==> src/rtl/muldiv_pkg.sv <==
// Shared types for the iterative multiply/divide sequencer: op codes, FSM states
// and small op-decoding helpers.
package muldiv_pkg;

    localparam int MULDIV_WIDTH = 32;

    typedef enum logic [1:0] {
        OP_MULU = 2'b00,
        OP_MUL  = 2'b01,
        OP_DIVU = 2'b10,
        OP_DIV  = 2'b11
    } muldiv_op_e;

    typedef enum logic [1:0] {
        S_IDLE = 2'b00,
        S_CALC = 2'b01,
        S_FIX  = 2'b10,
        S_DONE = 2'b11
    } state_e;

    function automatic logic op_is_signed(input logic [1:0] op);
        return (op == OP_MUL) || (op == OP_DIV);
    endfunction

    function automatic logic op_is_div(input logic [1:0] op);
        return (op == OP_DIVU) || (op == OP_DIV);
    endfunction

endpackage

==> src/rtl/muldiv_step.sv <==
// One combinational iteration: shift-add multiply step or restoring divide step
// on unsigned magnitudes.
module muldiv_step #(
    parameter int WIDTH = 32
) (
    input  logic [2*WIDTH-1:0] acc,
    input  logic [WIDTH-1:0]   operand,
    input  logic               is_div,
    output logic [2*WIDTH-1:0] mul_next,
    output logic [WIDTH-1:0]   rem_next,
    output logic               q_bit
);

    logic [WIDTH:0] sum;
    logic [WIDTH:0] rem_shift;
    logic [WIDTH:0] trial;

    // Multiply keeps {partial product, remaining multiplier bits} in acc;
    // divide keeps {partial remainder, dividend/quotient bits}.
    always_comb begin
        sum       = '0;
        rem_shift = '0;
        trial     = '0;
        mul_next  = acc;
        rem_next  = acc[2*WIDTH-1:WIDTH];
        q_bit     = 1'b0;
        if (is_div) begin
            rem_shift = acc[2*WIDTH-1:WIDTH-1];
            trial     = rem_shift - {1'b0, operand};
            // No borrow out of the trial subtraction means the divisor fits.
            q_bit     = ~trial[WIDTH];
            rem_next  = q_bit ? trial[WIDTH-1:0] : rem_shift[WIDTH-1:0];
        end else begin
            sum      = {1'b0, acc[2*WIDTH-1:WIDTH]} + (acc[0] ? {1'b0, operand} : '0);
            mul_next = {sum, acc[WIDTH-1:1]};
        end
    end

endmodule

==> src/rtl/muldiv_seq.sv <==
// Multi-cycle 32-bit signed/unsigned multiply/divide sequencer; one bit per cycle,
// 64-bit results in hi/lo, fixed latency for every op.
module muldiv_seq
    import muldiv_pkg::*;
#(
    parameter int WIDTH = MULDIV_WIDTH
) (
    input  logic             clk,
    input  logic             reset,
    input  logic             start,
    input  logic [1:0]       op,
    input  logic [WIDTH-1:0] a,
    input  logic [WIDTH-1:0] b,
    output logic             busy,
    output logic             done,
    output logic [WIDTH-1:0] hi,
    output logic [WIDTH-1:0] lo,
    output logic             div_by_zero
);

    localparam int CW = $clog2(WIDTH);

    state_e             state, state_next;
    logic [CW-1:0]      count;
    logic [1:0]         op_q;
    logic               sign_a, sign_b;
    logic [WIDTH-1:0]   a_orig, operand_q;
    logic [2*WIDTH-1:0] acc, mul_next;
    logic [WIDTH-1:0]   rem_next;
    logic               q_bit;
    logic               accept, in_signed, is_div;
    logic [WIDTH-1:0]   a_mag, b_mag;
    logic [2*WIDTH-1:0] prod_fix;
    logic [WIDTH-1:0]   quot_fix, rem_fix;

    assign accept    = start && (state == S_IDLE || state == S_DONE);
    assign in_signed = op_is_signed(op);
    assign a_mag     = (in_signed && a[WIDTH-1]) ? -a : a;
    assign b_mag     = (in_signed && b[WIDTH-1]) ? -b : b;
    assign is_div    = op_is_div(op_q);
    assign busy      = (state == S_CALC) || (state == S_FIX);
    assign done      = (state == S_DONE);

    muldiv_step #(.WIDTH(WIDTH)) u_step (
        .acc      (acc),
        .operand  (operand_q),
        .is_div   (is_div),
        .mul_next (mul_next),
        .rem_next (rem_next),
        .q_bit    (q_bit)
    );

    always_comb begin
        state_next = state;
        case (state)
            S_IDLE: if (start) state_next = S_CALC;
            S_CALC: if (count == CW'(WIDTH - 1)) state_next = S_FIX;
            S_FIX:  state_next = S_DONE;
            S_DONE: state_next = start ? S_CALC : S_IDLE;
            default: state_next = S_IDLE;
        endcase
    end

    always_ff @(posedge clk) begin
        if (reset) state <= S_IDLE;
        else       state <= state_next;
    end

    // Sign correction from the saved operand signs; remainder follows the dividend.
    always_comb begin
        prod_fix = (sign_a ^ sign_b) ? -acc : acc;
        quot_fix = (sign_a ^ sign_b) ? -acc[WIDTH-1:0] : acc[WIDTH-1:0];
        rem_fix  = sign_a ? -acc[2*WIDTH-1:WIDTH] : acc[2*WIDTH-1:WIDTH];
    end

    always_ff @(posedge clk) begin
        if (reset) begin
            count       <= '0;
            op_q        <= '0;
            sign_a      <= 1'b0;
            sign_b      <= 1'b0;
            a_orig      <= '0;
            operand_q   <= '0;
            acc         <= '0;
            hi          <= '0;
            lo          <= '0;
            div_by_zero <= 1'b0;
        end else if (accept) begin
            count       <= '0;
            op_q        <= op;
            sign_a      <= in_signed && a[WIDTH-1];
            sign_b      <= in_signed && b[WIDTH-1];
            a_orig      <= a;
            operand_q   <= b_mag;
            acc         <= {{WIDTH{1'b0}}, a_mag};
            div_by_zero <= 1'b0;
        end else if (state == S_CALC) begin
            count <= count + 1'b1;
            acc   <= is_div ? {rem_next, acc[WIDTH-2:0], q_bit} : mul_next;
        end else if (state == S_FIX) begin
            if (!is_div) begin
                hi <= prod_fix[2*WIDTH-1:WIDTH];
                lo <= prod_fix[WIDTH-1:0];
            end else if (operand_q == '0) begin
                hi          <= a_orig;
                lo          <= '1;
                div_by_zero <= 1'b1;
            end else begin
                hi <= rem_fix;
                lo <= quot_fix;
            end
        end
    end

endmodule

==> config.mk <==
export PLATFORM = sky130hd
export DESIGN_NAME = muldiv_seq
export DESIGN_NICKNAME = d
export VERILOG_FILES = /design/src/rtl/muldiv_pkg.sv /design/src/rtl/muldiv_step.sv /design/src/rtl/muldiv_seq.sv
export SDC_FILE = /design/constraint.sdc
export NUM_CORES = 1
export LEC_CHECK = 0
export BUFFER_PORTS_ARGS = -buffer_cell sky130_fd_sc_hd__buf_2
export CORE_AREA = 3 3 170 172
export DETAILED_ROUTE_END_ITERATION = 10
export DIE_AREA = 0 0 173 175
export PLACE_DENSITY = 0.86
export SKIP_LAST_GASP = 1
export SYNTH_ARGS = -nofsm -noshare
export SYNTH_HDL_FRONTEND = slang
export SYNTH_HIERARCHICAL = 1
export SYNTH_SLANG_ARGS = --single-unit
==> constraint.sdc <==
create_clock -name clk -period 4.3 [get_ports clk]
set_input_delay 0.86 -clock clk [delete_from_list [all_inputs] [get_ports clk]]
set_output_delay 0.86 -clock clk [all_outputs]
set_load 0.02 [all_outputs]
==> flow_summary.ini <==
[outcome]
outcome = complete, no violations

[place]
gp_congestion = 0.995
dp_hpwl_um = 42300
placed_cell_area_um2 = 18100
pre_cts_slack_ps = 402
port_buffers = 135

[synth]
syn_inst = 2257
syn_area_um2 = 17100
synth.distinct_cells = 88
synth_seq_cells = 203
async_reset_ff_share_pct = 0
netlist_top_cells_area = dfxtp_1 (24%), mux2i_1 (6.0%), nor2_1 (5.8%), xnor2_1 (5.7%), a21oi_1 (5.7%)
synth_area_leader_cell = dfxtp_1
synth_top_area_share_pct = 23.8
yosys_warnings = 6
avgSynthCellArea_um2 = 7.56
synthFlopType = dfxtp_1
synth-edff-count = 0
seq_area_frac_synth_pct = 23.8
syn_nets = 2403

[timing]
totalNegativeSetupSlack_ps = 0
layout_min_cycle_time_ps = 3950
skew_ps = 23.6
fin_ws_ps = 345
fmax_ghz = 0.253
tightest_slew_ps = 1090
setup_viol = 0
rsz0062_at_grt = false
finalHoldViolations = 0
slew_headroom_pct = 27.0
finalCritPeriodShare_pct = 92.0
drv_slew = 0

[grt]
grt_pass1_vias = 16100
grt_remaining_overflow = 0
track_usage_pct = 36.0
grt_pass1_wl_um = 89600
antenna_found_initial = 2
grt_max_degree = 110

[clock_network]
cts_sinks = 203
cts_tree = done
cts_buffers = 25
cts.repair.resized = 0
cts_setup_buffers = 0
htree_num_levels = 1
clk_latency_ps = 560
clk_pin_slew_ps = 70
clk_path_buf_depth = 3
hold_buffers = 0
cts-root-buf = clkbuf_16

[setup_path]
cp_top_family = compound AO/OA/AOI/OAI gates
worstSetupPathType = reg -> reg
worst_setup_path_end_kind = flip-flop
crit_chain = ha_1, o21a_1, o211a_1, o211a_1, nor3_1, o311ai_0, a21oi_4, buf_4, mux2i_1, nor2_1, nor2_1, mux2i_1, a211oi_1
worstPathArrival_ps = 4420
max_stage_delay_ps = 690
cp.required_ps = 4760
cp_max_fo = 19
crit_buf_inv = 1
start_kind = flip-flop
slowest_stage = dfxtp_1

[routing]
drt-initial-drc-count = 2558
met2WireLength_um = 23100
vias = 18000
via_per_inst = 6.62
route.detailed.drc = 0
first_pass_iters = 6
wirelength_met1_um = 24500
wire_per_inst_um = 21.2
ant_nets = 0
dr.max_layer_used = met5
drt-total-wl_um = 57400
wl_met3_um = 7880

[cells_and_area]
antenna_cells = 0
layout.nets = 2464
drive_above_1_share_pct = 13.6
syn_to_final_growth_pct = 11.1
nFillCells = 2370
final_core_util_pct = 68.6
fin_area_um2 = 19000

[floorplanning]
core_area_um2 = 27600
dieArea_um2 = 30300
ios = 136
die_h_um = 175
rows = 61
initial_core_util_pct = 61.8
fp.dieW_um = 173

[hold_path]
hp-class = reg -> reg

[run]
drv_cap = 0

[power_and_ir_drop]
max-vdd-ir-drop_mv = 0.752
powerDensity_nw_per_um2 = 781
static-leakage-power_nw = 7.55
[worst register-to-register path, stage by stage (launching register included)]
cell      delay, ps
dfxtp_1         690
ha_1            400
o21a_1          150
o211a_1         220
o211a_1         160
nor3_1          290
o311ai_0        260
a21oi_4         650
buf_4           320
mux2i_1         200
nor2_1           60
nor2_1          120
mux2i_1          80
a211oi_1        270
[where the power goes]
| group | total [mW] | leakage, nW | switching, mW | internal [mW] |
|---|---|---|---|---|
| registers | 3.15 | 1.66 | 0.742 | 2.41 |
| clock network | 2.24 | 0.425 | 0.937 | 1.31 |
| logic | 9.42 | 5.46 | 5.88 | 3.53 |
[cells in the final DEF (no fill, tap or decap), types with 41 or more instances in the layout]
master	n
ha_1	74
buf_4	62
xor2_1	71
xnor2_1	111
mux2i_1	102
a21oi_1	192
buf_2	134
nand2_1	207
and2_1	42
nor2_1	261
dfxtp_1	202
inv_1	68
nor3_1	41
nor4_1	45
a211oi_1	107
o21ai_0	110
[path summary, 6_finish.rpt]
check	to	slack (ps)	cells past startpoint	start
min	a_orig[9]$_SDFFE_PP0P_	460	2	a_orig[9]$_SDFFE_PP0P_
max reg2reg	acc[33]$_SDFFE_PP0P_	350	13	acc[38]$_SDFFE_PP0P_
max	acc[33]$_SDFFE_PP0P_	350	13	acc[38]$_SDFFE_PP0P_
min reg2reg	a_orig[9]$_SDFFE_PP0P_	460	2	a_orig[9]$_SDFFE_PP0P_
[stage by stage]
stage	power, mW	std cells	hold slack, ps
after CTS	14.5	2714	459
after global placement	12.0	2669	445
after global routing	15.7	2714	477
after detailed placement	12.2	2669	449
after floorplan	9.71	2257	433
final	14.8	2714	457
[cell usage after synthesis, types with 20 or more instances]
cell type	count
nor2_1	262
nand2_1	207
dfxtp_1	203
a21oi_1	193
clkbuf_1	127
xnor2_1	112
o21ai_0	110
a211oi_1	107
mux2i_1	102
ha_1	75
xor2_1	71
inv_1	68
nor4_1	45
and2_1	42
nor3_1	41
a21o_1	34
mux2_2	34
a311oi_1	27
a31oi_1	27
buf_1	24
nand3_1	23
o31ai_1	20
[layer usage]
layer,vias to the layer above,global-route usage (%)
met4,2,10.5
li1,8378,-
met2,1191,51.0
met5,-,0
met3,152,9.54
met1,8246,53.1
[layout make-up]
class | count | area [µm²] | share of cell area [%]
multi-input combinational | 1819 | 12100 | 63.8
sequential | 203 | 4070 | 21.4
timing repair buffer | 199 | 1200 | 6.31
clock buffer | 31 | 708 | 3.73
tap | 378 | 473 | 2.49
inverter | 70 | 263 | 1.39
clock inverter | 14 | 160 | 0.844
[cell families (layout without fill, tap and decap cells)]
family / Yosys count / in the layout / share of synthesized area, %
simple gates: 759 / 759 / 21.8
compound gates: 664 / 664 / 25.6
buf+inv: 235 / 314 / 5.46
flops: 203 / 203 / 23.8
xor+xnor: 183 / 183 / 9.39
mux: 136 / 136 / 8.23
fa+ha+maj: 77 / 77 / 5.73
[state kept, by name, summed over array words and instances (netlist names)]
register / cells
div_by_zero: 1
sign_b: 1
lo: 32
op_q: 1
state: 2
hi: 32
a_orig: 32
operand_q: 32
sign_a: 1
count: 5
acc: 64
(Power assumes the default switching activity.)
